<file path="config.mk">
export PLATFORM = sky130hd
export DESIGN_NAME = bps_sequencer
export DESIGN_NICKNAME = d
export VERILOG_FILES = /design/src/rtl/bps_pkg.sv /design/src/rtl/bps_sequencer.sv
export SDC_FILE = /design/constraint.sdc
export NUM_CORES = 1
export LEC_CHECK = 0
export CAP_MARGIN = 20
export CORE_ASPECT_RATIO = 1.1
export CORE_MARGIN = 2
export CORE_UTILIZATION = 55
export CTS_BUF_LIST = sky130_fd_sc_hd__clkbuf_4 sky130_fd_sc_hd__clkbuf_8
export CTS_CLUSTER_SIZE = 16
export DETAILED_ROUTE_END_ITERATION = 6
export DONT_BUFFER_PORTS = 1
export PLACE_DENSITY_LB_ADDON = 0.2
export SKIP_LAST_GASP = 1
export SLEW_MARGIN = 10
export SYNTH_ARGS = -nofsm -noshare
export SYNTH_HDL_FRONTEND = slang
export SYNTH_SLANG_ARGS = --single-unit
</file>
<file path="constraint.sdc">
create_clock -name clk -period 2.35 [get_ports clk]
set_input_delay 0.47 -clock clk [delete_from_list [all_inputs] [get_ports clk]]
set_output_delay 0.47 -clock clk [all_outputs]
set_load 0.03 [all_outputs]
</file>
<file path="src/rtl/bps_pkg.sv">
// Shared opcode constants for the bps engines and the sequencer FSM encoding.
package bps_pkg;

    localparam logic [2:0] OP_IDLE       = 3'd0;
    localparam logic [2:0] OP_LOAD       = 3'd1;
    localparam logic [2:0] OP_DOWN       = 3'd2;
    localparam logic [2:0] OP_UP         = 3'd3;
    localparam logic [2:0] OP_STORE_DOWN = 3'd4;
    localparam logic [2:0] OP_STORE_UP   = 3'd5;

    typedef enum logic [1:0] {
        ST_IDLE  = 2'd0,
        ST_ISSUE = 2'd1,
        ST_BLANK = 2'd2,
        ST_WAIT  = 2'd3
    } state_t;

    // First store op enabled by the mask, or OP_IDLE when the job ends without stores.
    function automatic logic [2:0] first_store(input logic [1:0] mask);
        if (mask[0])
            return OP_STORE_DOWN;
        else if (mask[1])
            return OP_STORE_UP;
        else
            return OP_IDLE;
    endfunction

endpackage

</file>
<file path="src/rtl/bps_sequencer.sv">
// Belief-propagation job sequencer: issues LOAD, DOWN/UP passes and stores on a
// shared opcode bus, waiting for every enabled engine to drop its stall between ops.
module bps_sequencer
    import bps_pkg::*;
#(
    parameter int CHANNELS   = 4,
    parameter int ITER_WIDTH = 8
) (
    input  logic                  clk,
    input  logic                  rst,
    input  logic                  start,
    input  logic                  abort,
    input  logic [ITER_WIDTH-1:0] iterations,
    input  logic [1:0]            store_mask,
    input  logic [CHANNELS-1:0]   channel_en,
    input  logic [CHANNELS-1:0]   bps_stall,
    output logic                  stall,
    output logic [2:0]            opcode,
    output logic                  done,
    output logic                  aborted,
    output logic [ITER_WIDTH-1:0] iter_count
);

    state_t                state_reg, state_next;
    logic [2:0]            op_reg, op_next;
    logic [ITER_WIDTH-1:0] iterations_reg, iterations_next;
    logic [ITER_WIDTH-1:0] iter_count_reg, iter_count_next;
    logic [1:0]            store_mask_reg, store_mask_next;
    logic [CHANNELS-1:0]   channel_en_reg, channel_en_next;
    logic                  abort_reg, abort_next;
    logic                  done_reg, done_next;
    logic                  aborted_reg, aborted_next;

    logic                  engines_busy;
    logic [ITER_WIDTH:0]   passes;
    logic [2:0]            follow_op;
    logic                  abort_seen;

    always_comb begin
        engines_busy = |(bps_stall & channel_en_reg);
    end

    // One extra bit so iterations = all-ones terminates instead of wrapping.
    always_comb begin
        passes    = {1'b0, iter_count_reg} + (ITER_WIDTH+1)'(1);
        follow_op = OP_IDLE;
        case (op_reg)
            OP_LOAD:       follow_op = (iterations_reg != '0) ? OP_DOWN : first_store(store_mask_reg);
            OP_DOWN:       follow_op = OP_UP;
            OP_UP:         follow_op = (passes < {1'b0, iterations_reg}) ? OP_DOWN
                                                                         : first_store(store_mask_reg);
            OP_STORE_DOWN: follow_op = store_mask_reg[1] ? OP_STORE_UP : OP_IDLE;
            default:       follow_op = OP_IDLE;
        endcase
    end

    always_ff @(posedge clk or posedge rst) begin
        if (rst) begin
            state_reg      <= ST_IDLE;
            op_reg         <= OP_IDLE;
            iterations_reg <= '0;
            iter_count_reg <= '0;
            store_mask_reg <= '0;
            channel_en_reg <= '0;
            abort_reg      <= 1'b0;
            done_reg       <= 1'b0;
            aborted_reg    <= 1'b0;
        end else begin
            state_reg      <= state_next;
            op_reg         <= op_next;
            iterations_reg <= iterations_next;
            iter_count_reg <= iter_count_next;
            store_mask_reg <= store_mask_next;
            channel_en_reg <= channel_en_next;
            abort_reg      <= abort_next;
            done_reg       <= done_next;
            aborted_reg    <= aborted_next;
        end
    end

    always_comb begin
        state_next      = state_reg;
        op_next         = op_reg;
        iterations_next = iterations_reg;
        iter_count_next = iter_count_reg;
        store_mask_next = store_mask_reg;
        channel_en_next = channel_en_reg;
        done_next       = 1'b0;
        aborted_next    = 1'b0;
        abort_seen      = abort_reg | abort;
        abort_next      = abort_seen;

        case (state_reg)
            ST_IDLE: begin
                abort_next = 1'b0;
                if (start && !abort) begin
                    iterations_next = iterations;
                    store_mask_next = store_mask;
                    channel_en_next = channel_en;
                    iter_count_next = '0;
                    op_next         = OP_LOAD;
                    state_next      = ST_ISSUE;
                end
            end
            ST_ISSUE: state_next = ST_BLANK;
            ST_BLANK: state_next = ST_WAIT;
            ST_WAIT: begin
                if (!engines_busy) begin
                    if (op_reg == OP_UP)
                        iter_count_next = passes[ITER_WIDTH-1:0];
                    // A pending abort lets the current op finish, then drops all remaining ops.
                    if (abort_seen || follow_op == OP_IDLE) begin
                        state_next   = ST_IDLE;
                        done_next    = 1'b1;
                        aborted_next = abort_seen;
                        abort_next   = 1'b0;
                    end else begin
                        op_next    = follow_op;
                        state_next = ST_ISSUE;
                    end
                end
            end
            default: state_next = ST_IDLE;
        endcase
    end

    assign opcode     = (state_reg == ST_ISSUE) ? op_reg : OP_IDLE;
    assign stall      = (state_reg != ST_IDLE);
    assign done       = done_reg;
    assign aborted    = aborted_reg;
    assign iter_count = iter_count_reg;

endmodule

</file>
==> flow_summary.html, run 1 <==
<table>
<tr><th>Metric</th><th>Value</th></tr>
<tr><th colspan="2">Die</th></tr>
<tr><td>I/O pin count</td><td>36</td></tr>
<tr><td>Die Outline Area</td><td>between 3000 and 4000 sq um</td></tr>
<tr><td>Core Region</td><td>around 3100 sq um</td></tr>
<tr><td>Die Span Y</td><td>roughly 64 um</td></tr>
<tr><td>Count of standard-cell rows</td><td>21</td></tr>
<tr><td>Horiz. Die Dim</td><td>around 58 um</td></tr>
<tr><td>Initial core utilization</td><td>between 50% and 60%</td></tr>
<tr><th colspan="2">Finish</th></tr>
<tr><td>Diodes inserted</td><td>0</td></tr>
<tr><td>Layout cells sized above 1</td><td>around two fifths</td></tr>
<tr><td>Post-route insts no fill</td><td>approximately 250</td></tr>
<tr><td># nets final</td><td>245</td></tr>
<tr><td>Fillers</td><td>approximately 240</td></tr>
<tr><td>Finished layout cell area</td><td>2170 sq um</td></tr>
<tr><td>Area Growth Syn to Fin</td><td>20.6%</td></tr>
<tr><td>Final standard cell utilization of the core</td><td>a little over two thirds</td></tr>
<tr><th colspan="2">Route</th></tr>
<tr><td>Routed wire per std cell</td><td>roughly 17 um</td></tr>
<tr><td>Final wirelength</td><td>~4.1 mm</td></tr>
<tr><td>Final antenna-violating net count</td><td>0</td></tr>
<tr><td>First-pass iteration count of the detailed router</td><td>4</td></tr>
<tr><td>Via Count</td><td>1487</td></tr>
<tr><td>Number of DRC violations after detailed routing</td><td>0</td></tr>
<tr><td>Vias/cell</td><td>approximately 6.0</td></tr>
<tr><td>Number of DRC markers in iteration 0</td><td>between 50 and 60</td></tr>
<tr><th colspan="2">Synthesis</th></tr>
<tr><td>Fraction of the yosys area taken by sequential cells</td><td>roughly two fifths</td></tr>
<tr><td>Average size of a mapped cell</td><td>9.71 sq um</td></tr>
<tr><td>Post-synthesis cell count</td><td>~190</td></tr>
<tr><td>Yosys top cell area share</td><td>41.8%</td></tr>
<tr><td>Yosys Warn Count</td><td>0</td></tr>
<tr><td>Netlist Area Pre-Place</td><td>between 1500 and 2000 sq um</td></tr>
<tr><td>Simple logic cell fraction of the synthesized area</td><td>~16%</td></tr>
<tr><td>Number of unique standard cell types used by synthesis</td><td>37</td></tr>
<tr><td>Share of the synthesized area in compound gates (AO/OA/AOI/OAI)</td><td>13.9%</td></tr>
<tr><td>Most frequent cell after synthesis</td><td>dfrtp_1</td></tr>
<tr><td>Syn_nets</td><td>218</td></tr>
<tr><td>Async set-or-reset flop fraction in the synthesized netlist</td><td>100%</td></tr>
<tr><td>Most frequent cells after synthesis</td><td>dfrtp_1 (30), nand2_1 (20), mux2_2 (16)</td></tr>
<tr><td>Post-synthesis share of cell area spent on full adders, half adders and majority gates</td><td>under 10%</td></tr>
<tr><td>Number of register bits inferred by synthesis</td><td>30</td></tr>
<tr><td>Multiplexer fraction of the synthesized cell area</td><td>about an eighth</td></tr>
<tr><td>Main combinational cell family by area after synthesis</td><td>simple AND/OR/NAND/NOR gates</td></tr>
<tr><td>Number of enable flip-flop cells after synthesis</td><td>0</td></tr>
<tr><td>Xor/xnor cell area share of the yosys netlist</td><td>under 10%</td></tr>
<tr><td>Synth Flop Type</td><td>dfrtp_1</td></tr>
<tr><td>Cell accounting for the most synthesized area</td><td>dfrtp_1</td></tr>
<tr><td>Area contributors post-synth</td><td>dfrtp_1 (42%), mux2_2 (10%), ha_1 (7.7%), nand2_1 (4.2%), nor2_1 (3.1%)</td></tr>
<tr><th colspan="2">Power</th></tr>
<tr><td>Power density over the cells</td><td>approximately 1400 nW/um^2</td></tr>
<tr><td>Leakage power of the design</td><td>between 1 and 1.5 nW</td></tr>
<tr><td>Maximum vdd drop</td><td>~1100 uV</td></tr>
<tr><th colspan="2">Worst setup path</th></tr>
<tr><td>Register-to-Register Setup Slack</td><td>-160 ps</td></tr>
<tr><td>Crit path kind</td><td>flop to flop</td></tr>
<tr><td>R2R Path End</td><td>state_reg[0]</td></tr>
<tr><td>Required @ worst endpoint</td><td>about 2600 ps</td></tr>
<tr><td>Type of origin of the critical path</td><td>flop</td></tr>
<tr><td>Category of the worst setup path capture point</td><td>flop</td></tr>
<tr><td>Length in cells of the worst reg-to-reg path</td><td>12</td></tr>
<tr><td>Biggest fanout along the worst timing path</td><td>3</td></tr>
<tr><td>Worst flop-to-flop path startpoint</td><td>iter_count[0]</td></tr>
<tr><td>Arrival time at the worst endpoint</td><td>2760 ps</td></tr>
<tr><th colspan="2">Global route</th></tr>
<tr><td>Overall fraction of global-route tracks in use</td><td>around 25%</td></tr>
<tr><td>Largest net degree at the start of global routing</td><td>20</td></tr>
<tr><td>Global-route wire length before repair</td><td>7.02 mm</td></tr>
<tr><td>Initial antenna violation count</td><td>0</td></tr>
<tr><td>Number of global-route vias before repair</td><td>1561</td></tr>
<tr><td>Gr ovfl total</td><td>0</td></tr>
<tr><th colspan="2">Timing</th></tr>
<tr><td>Setup Viol. Count Final</td><td>5</td></tr>
<tr><td>Fin. max-slew vios</td><td>0</td></tr>
<tr><td>Setup total negative slack</td><td>-605 ps</td></tr>
<tr><td>Unrepaired setup endpoints after global routing</td><td>yes</td></tr>
<tr><td>Final period util</td><td>107%</td></tr>
<tr><td>Final worst-path setup slack</td><td>-158 ps</td></tr>
<tr><td>Period minus WS final</td><td>around 2500 ps</td></tr>
<tr><td>Count of endpoints failing hold in the final timing report</td><td>0</td></tr>
<tr><td>Relative slew margins</td><td>51.4%</td></tr>
<tr><td>Clock tree skew after final layout</td><td>12.2 ps</td></tr>
<tr><td>F_max</td><td>between 300 and 400 MHz</td></tr>
<tr><td>Slew at the pin with the worst max-slew slack</td><td>between 700 and 800 ps</td></tr>
<tr><th colspan="2">Place</th></tr>
<tr><td>Post-Place Cells</td><td>roughly 230</td></tr>
<tr><td>Weighted congestion at the end of routability-driven global placement</td><td>approximately 0.90</td></tr>
<tr><td>Count of input and output buffers</td><td>0</td></tr>
<tr><td>Final HPWL DP</td><td>around 3.1 mm</td></tr>
<tr><td>Worst slack at placement</td><td>-148 ps</td></tr>
<tr><td>Total cell area at the placement stage</td><td>2010 sq um</td></tr>
<tr><th colspan="2">Job</th></tr>
<tr><td>Max-cap check violation count</td><td>0</td></tr>
<tr><th colspan="2">Clock tree</th></tr>
<tr><td># clock sinks</td><td>30</td></tr>
<tr><td>Largest buffer count on any clock path</td><td>2</td></tr>
<tr><td>Worst skew pair latency</td><td>350 ps</td></tr>
<tr><td>Root Driver</td><td>clkbuf_4</td></tr>
<tr><td>CTS tree</td><td>built</td></tr>
<tr><td>Number of clock buffers inserted by TritonCTS</td><td>5</td></tr>
<tr><td>Post-CTS clock slew at the launch and capture registers of the worst setup and hold paths</td><td>~100 ps</td></tr>
<tr><td>Cts-stage hold buffer count</td><td>0</td></tr>
<tr><td>Count of H-tree levels built during CTS</td><td>2</td></tr>
<tr><th colspan="2">Worst hold path</th></tr>
<tr><td>Classification of the worst-slack hold path</td><td>primary input to asynchronous set/reset pin</td></tr>
<tr><th colspan="2">Outcome</th></tr>
<tr><td>Violated checks</td><td>negative setup slack</td></tr>
<tr><td>Outcome</td><td>finished with violations</td></tr>
</table>
## stage by stage
stage	total power [mW]	hold WS, ps
detailed placement	2.51	504
global placement	2.41	491
global route	3.21	190
floorplan	2.11	462
CTS	2.95	138
finish	2.99	125
## cells by family (layout without fill, tap and decap cells)
| kind of cell | count (synthesis) | after routing |
|---|---|---|
| AO/OA/AOI/OAI | 37 | 37 |
| flip-flops | 30 | 30 |
| AND/OR/NAND/NOR | 61 | 61 |
| XOR/XNOR | 7 | 7 |
| multiplexers | 19 | 19 |
| buffers and inverters | 20 | 48 |
| adder cells (fa/ha/maj) | 11 | 11 |
## cells in the final DEF (no fill, tap or decap), types with 4 or more instances in the layout
cell type  instances
a21o_1             5
a21oi_1            5
buf_4             27
clkbuf_4           5
dfrtp_1           25
dfrtp_2            5
ha_1              10
inv_1             13
mux2_2            16
nand2_1           18
nand3_1            5
nor2_1            13
o21ai_0            4
o21ai_1            5
o21ai_2            6
xor2_1             4
## worst max-delay path, stage by stage, from the launching register on
cell      delay (ps)
dfrtp_2          420
ha_4             160
nand2_2           50
nor2_2           100
xor2_1           200
ha_1             280
and3_4           190
a221oi_4         300
o21a_1           220
a21oi_2           90
o21ai_2          140
a21boi_2          70
a31o_2           200
## per-layer routing
metal | global-route usage (%) | vias up | part of all wire [%]
met1 | 29.3 | 722 | 38
li1 | - | 694 | -
met3 | 5.67 | 9 | 5.9
met2 | 41.6 | 62 | 54
met4 | 16.0 | 0 | 2.0
met5 | 0 | - | 0
## final cells by class
cell class	count	area (sq um)	area share, %
clock buffer	6	51.3	2.37
tap	34	42.5	1.96
sequential	30	757	35.0
inverter	13	48.8	2.25
multi-input combinational	135	1050	48.5
timing repair buffer	27	203	9.36
clock inverter	2	12.5	0.578
## power by group
part	switching, mW	internal [mW]	total [mW]
clock network	0.192	0.144	0.335
registers	0.249	0.748	0.998
logic	0.909	0.744	1.65
total	1.35	1.64	2.99
## how the worst max path moves through the flow
stage / start / endpoint / depth (start not counted)
5_1_grt: iter_count[0] / op_reg[1] / 13
2_1_floorplan: iter_count[0] / state_reg[0] / 12
4_1_cts: iter_count[0] / op_reg[1] / 13
3_3_place_gp: iter_count[0] / state_reg[0] / 12
6_report: iter_count[0] / state_reg[0] / 12
3_5_place_dp: iter_count[0] / state_reg[0] / 12
## repair_timing
item	4_1_cts	5_1_grt
pin swaps	9	8
gates resized for setup	4	5
buffers inserted	6	1
setup endpoints to repair	5	5
Note: power is estimated with default switching activity, not from simulation.
==> run 2, diff against run 1 <==
CELL_PAD_IN_SITES_DETAIL_PLACEMENT = 0   (was not set)
CELL_PAD_IN_SITES_GLOBAL_PLACEMENT = 1   (was not set)
CORE_UTILIZATION = 45   (was 55)
==> run 2 against run 1 <==
Compared with the run above: the run still ends with negative setup slack left; sequential share of layout area down 1.6 points; sequential power about the same; wire length down 4.5%; global-route usage down 5.9 points; combinational power down 4%; worst setup slack better by 43 ps.
==> flow_summary.html, run 2 (synthesis results as in run 1) <==
<table>
<tr><th>Metric</th><th>Value</th></tr>
<tr><th colspan="2">Finish</th></tr>
<tr><td>Layout cells sized above 1</td><td>39.5% (+1.5 points)</td></tr>
<tr><td>Highest-count cells in the layout ignoring fill and taps</td><td>buf_4 (29), dfrtp_1 (25), nand2_1 (18)</td></tr>
<tr><td># nets final</td><td>247 (+0.82%)</td></tr>
<tr><td>Post-route insts no fill</td><td>267 (+8.1%)</td></tr>
<tr><td>Diodes inserted</td><td>0 (unchanged)</td></tr>
<tr><td>Register area</td><td>757 sq um (unchanged)</td></tr>
<tr><td>Final standard cell utilization of the core</td><td>58.2% (-12 points)</td></tr>
<tr><td>Fillers</td><td>355 (+47%)</td></tr>
<tr><td>Commonest non-fill, non-tap cell in the layout</td><td>buf_4</td></tr>
<tr><td>Area Growth Syn to Fin</td><td>26.6%</td></tr>
<tr><td>Footprint of the multi-input gates</td><td>1070 sq um (+1.8%)</td></tr>
<tr><td>Finished layout cell area</td><td>2270 sq um (+4.9%)</td></tr>
<tr><th colspan="2">Route</th></tr>
<tr><td>Vias/cell</td><td>5.21 (-13%)</td></tr>
<tr><td>Number of DRC violations after detailed routing</td><td>0 (unchanged)</td></tr>
<tr><td>Final wirelength</td><td>3.93 mm (-4.5%)</td></tr>
<tr><td>Routed wire per std cell</td><td>14.7 um (-12%)</td></tr>
<tr><td>Final antenna-violating net count</td><td>0 (unchanged)</td></tr>
<tr><td>Via Count</td><td>1392 (-6.4%)</td></tr>
<tr><td>First-pass iteration count of the detailed router</td><td>4 (unchanged)</td></tr>
<tr><td>Number of DRC markers in iteration 0</td><td>38 (-34%)</td></tr>
<tr><th colspan="2">Timing</th></tr>
<tr><td>Final worst-path setup slack</td><td>-114 ps (+43.4 ps)</td></tr>
<tr><td>Unrepaired setup endpoints after global routing</td><td>yes</td></tr>
<tr><td>Period minus WS final</td><td>2460 ps (-43.4 ps)</td></tr>
<tr><td>Final period util</td><td>105% (-1.8 points)</td></tr>
<tr><td>Setup Viol. Count Final</td><td>5 (unchanged)</td></tr>
<tr><td>F_max</td><td>406 MHz (+1.8%)</td></tr>
<tr><td>Final worst hold slack</td><td>127 ps (+2.19 ps)</td></tr>
<tr><td>Setup total negative slack</td><td>-254 ps (+351 ps)</td></tr>
<tr><td>Clock tree skew after final layout</td><td>3.91 ps (-8.30 ps)</td></tr>
<tr><td>Fin. max-slew vios</td><td>0 (unchanged)</td></tr>
<tr><td>Relative slew margins</td><td>62.3% (+11 points)</td></tr>
<tr><td>Slew at the pin with the worst max-slew slack</td><td>565 ps (-163 ps)</td></tr>
<tr><td>Count of endpoints failing hold in the final timing report</td><td>0 (unchanged)</td></tr>
<tr><th colspan="2">Worst setup path</th></tr>
<tr><td>Biggest fanout along the worst timing path</td><td>4 (+1)</td></tr>
<tr><td>Family of cells with the greatest summed delay on the critical path</td><td>compound AO/OA/AOI/OAI gates</td></tr>
<tr><td>Required @ worst endpoint</td><td>2520 ps (-80 ps)</td></tr>
<tr><td>Crit path kind</td><td>flop to flop</td></tr>
<tr><td>Arrival time at the worst endpoint</td><td>2630 ps (-130 ps)</td></tr>
<tr><td>Critical Path Start</td><td>iter_count[0]</td></tr>
<tr><td>CP peak stage delay</td><td>410 ps (about the same)</td></tr>
<tr><td>Category of the worst setup path capture point</td><td>flop</td></tr>
<tr><td>Cell with the largest stage delay on the worst path</td><td>dfrtp_2</td></tr>
<tr><td>Buffering stage count on the worst path with inverters included</td><td>0 (unchanged)</td></tr>
<tr><td>Type of origin of the critical path</td><td>flop</td></tr>
<tr><td>Critical path cell sequence</td><td>nand2_2, nor2_4, nand3_2, xnor2_2, ha_1, and3_4, a221oi_4, o21a_1, a21oi_2, o21ai_1, a21boi_2, a31o_2</td></tr>
<tr><td>Worst flop-to-flop path startpoint</td><td>iter_count[0]</td></tr>
<tr><th colspan="2">Global route</th></tr>
<tr><td>Global-route wire length before repair</td><td>6.82 mm (-2.8%)</td></tr>
<tr><td>Gr ovfl total</td><td>0 (unchanged)</td></tr>
<tr><td>Number of global-route vias before repair</td><td>1463 (-6.3%)</td></tr>
<tr><td>Overall fraction of global-route tracks in use</td><td>19.4% (-5.9 points)</td></tr>
<tr><td>Largest net degree at the start of global routing</td><td>17 (-15%)</td></tr>
<tr><td>Initial antenna violation count</td><td>0 (unchanged)</td></tr>
<tr><th colspan="2">Power</th></tr>
<tr><td>Int Pwr</td><td>1.79 mW (+9.5%)</td></tr>
<tr><td>Power density over the cells</td><td>1360 nW/um^2 (-1.1%)</td></tr>
<tr><td>Pwr Total</td><td>3.10 mW (+3.8%)</td></tr>
<tr><td>P_sw</td><td>1.31 mW (-3.1%)</td></tr>
<tr><td>Leakage power of the design</td><td>1.07 nW (+3.4%)</td></tr>
<tr><td>Proportion of power drawn by combinational gates</td><td>51.2% (-4.2 points)</td></tr>
<tr><td>Sw Ratio</td><td>42.2% (-3.0 points)</td></tr>
<tr><td>Clock Power Share</td><td>16.6% (+5.4 points)</td></tr>
<tr><td>Share of total power in sequential cells</td><td>32.2% (-1.2 points)</td></tr>
<tr><td>Maximum vdd drop</td><td>761 uV (-28%)</td></tr>
<tr><th colspan="2">Die</th></tr>
<tr><td>Initial core utilization</td><td>46.0% (-12 points)</td></tr>
<tr><td>Horiz. Die Dim</td><td>64.2 um (+9.8%)</td></tr>
<tr><td>Count of standard-cell rows</td><td>24 (+14%)</td></tr>
<tr><td>I/O pin count</td><td>36 (unchanged)</td></tr>
<tr><td>Core Region</td><td>3900 sq um (+27%)</td></tr>
<tr><td>Die Span Y</td><td>70.3 um (+9.9%)</td></tr>
<tr><td>Die Outline Area</td><td>4510 sq um (+21%)</td></tr>
<tr><th colspan="2">Place</th></tr>
<tr><td>Weighted congestion at the end of routability-driven global placement</td><td>0.819 (-9.1%)</td></tr>
<tr><td>Count of input and output buffers</td><td>0 (unchanged)</td></tr>
<tr><td>Post-Place Cells</td><td>252 (+8.6%)</td></tr>
<tr><td>Worst slack at placement</td><td>-135 ps (+13.5 ps)</td></tr>
<tr><td>Final HPWL DP</td><td>3.09 mm (-0.60%)</td></tr>
<tr><td>Total cell area at the placement stage</td><td>2050 sq um (+1.9%)</td></tr>
<tr><th colspan="2">Clock tree</th></tr>
<tr><td>Number of clock buffers inserted by TritonCTS</td><td>5 (unchanged)</td></tr>
<tr><td>Worst skew pair latency</td><td>280 ps (-70 ps)</td></tr>
<tr><td>Count of H-tree levels built during CTS</td><td>2 (unchanged)</td></tr>
<tr><td>Cts-stage hold buffer count</td><td>0 (unchanged)</td></tr>
<tr><td>Largest buffer count on any clock path</td><td>2 (unchanged)</td></tr>
<tr><td>Root Driver</td><td>clkbuf_8</td></tr>
<tr><td># clock sinks</td><td>30 (unchanged)</td></tr>
<tr><td>CTS tree</td><td>built</td></tr>
<tr><td>Post-CTS clock slew at the launch and capture registers of the worst setup and hold paths</td><td>70 ps (-30 ps)</td></tr>
<tr><th colspan="2">Worst hold path</th></tr>
<tr><td>Classification of the worst-slack hold path</td><td>primary input to asynchronous set/reset pin</td></tr>
<tr><th colspan="2">Job</th></tr>
<tr><td>Max-cap check violation count</td><td>0 (unchanged)</td></tr>
<tr><th colspan="2">Outcome</th></tr>
<tr><td>Violated checks</td><td>negative setup slack</td></tr>
<tr><td>Outcome</td><td>finished with violations</td></tr>
</table>
==> run 2: cell types whose count changed in the layout (fill, tap and decap cells not counted) <==
cell,previous run,this run
clkinvlp_4,1,2
o21ai_1,5,6
xnor2_1,3,1
xor2_2,0,2
xnor2_2,0,2
clkbuf_4,5,0
buf_4,27,29
o21ai_2,6,5
a41oi_2,1,0
bufinv_16,0,1
xor2_1,4,2
a41oi_1,0,1
clkbuf_8,1,5
clkinv_2,1,0
==> run 2: cell type report <==
type / instances / share of cell area [%]
clock buffer: 5 / 3.03
clock inverter: 3 / 1.98
inverter: 13 / 2.15
multi-input combinational: 135 / 47.1
sequential: 30 / 33.3
tap: 52 / 2.86
timing repair buffer: 29 / 9.58
==> run 2: path summary, 6_finish.rpt <==
check	end	slack (ps)	cells after the start
max	state_reg[0]	-110	12
min	iterations_reg[0]	130	1
max reg2reg	state_reg[0]	-110	12
min reg2reg	channel_en_reg[2]	520	1
max in group asynchronous	op_reg[0]	1590	2
min in group clk	iterations_reg[2]	340	1
==> run 2: per-layer routing <==
metal	up-vias	track usage [%]	wire length (um)
li1	694	-	-
met1	669	23.8	1680
met2	27	34.8	2080
met3	2	4.67	155
met4	0	3.55	19
met5	-	0	0
==> run 2: what timing repair did <==
action / CTS / global route
setup endpoints to repair: 5 / 5
pin swaps: 13 / 4
buffers inserted: 5 / 2
gates resized for setup: 6 / 5
==> run 2: power by group through the flow <==
stage               combinational [mW]  sequential [mW]  clock (mW)
finish                            1.59            0.998       0.514
global route                      1.77             1.04       0.549
detailed placement                1.50             1.01           0
floorplan                         1.05             1.06           0
CTS                               1.58            0.997       0.524
global placement                  1.45            0.990           0
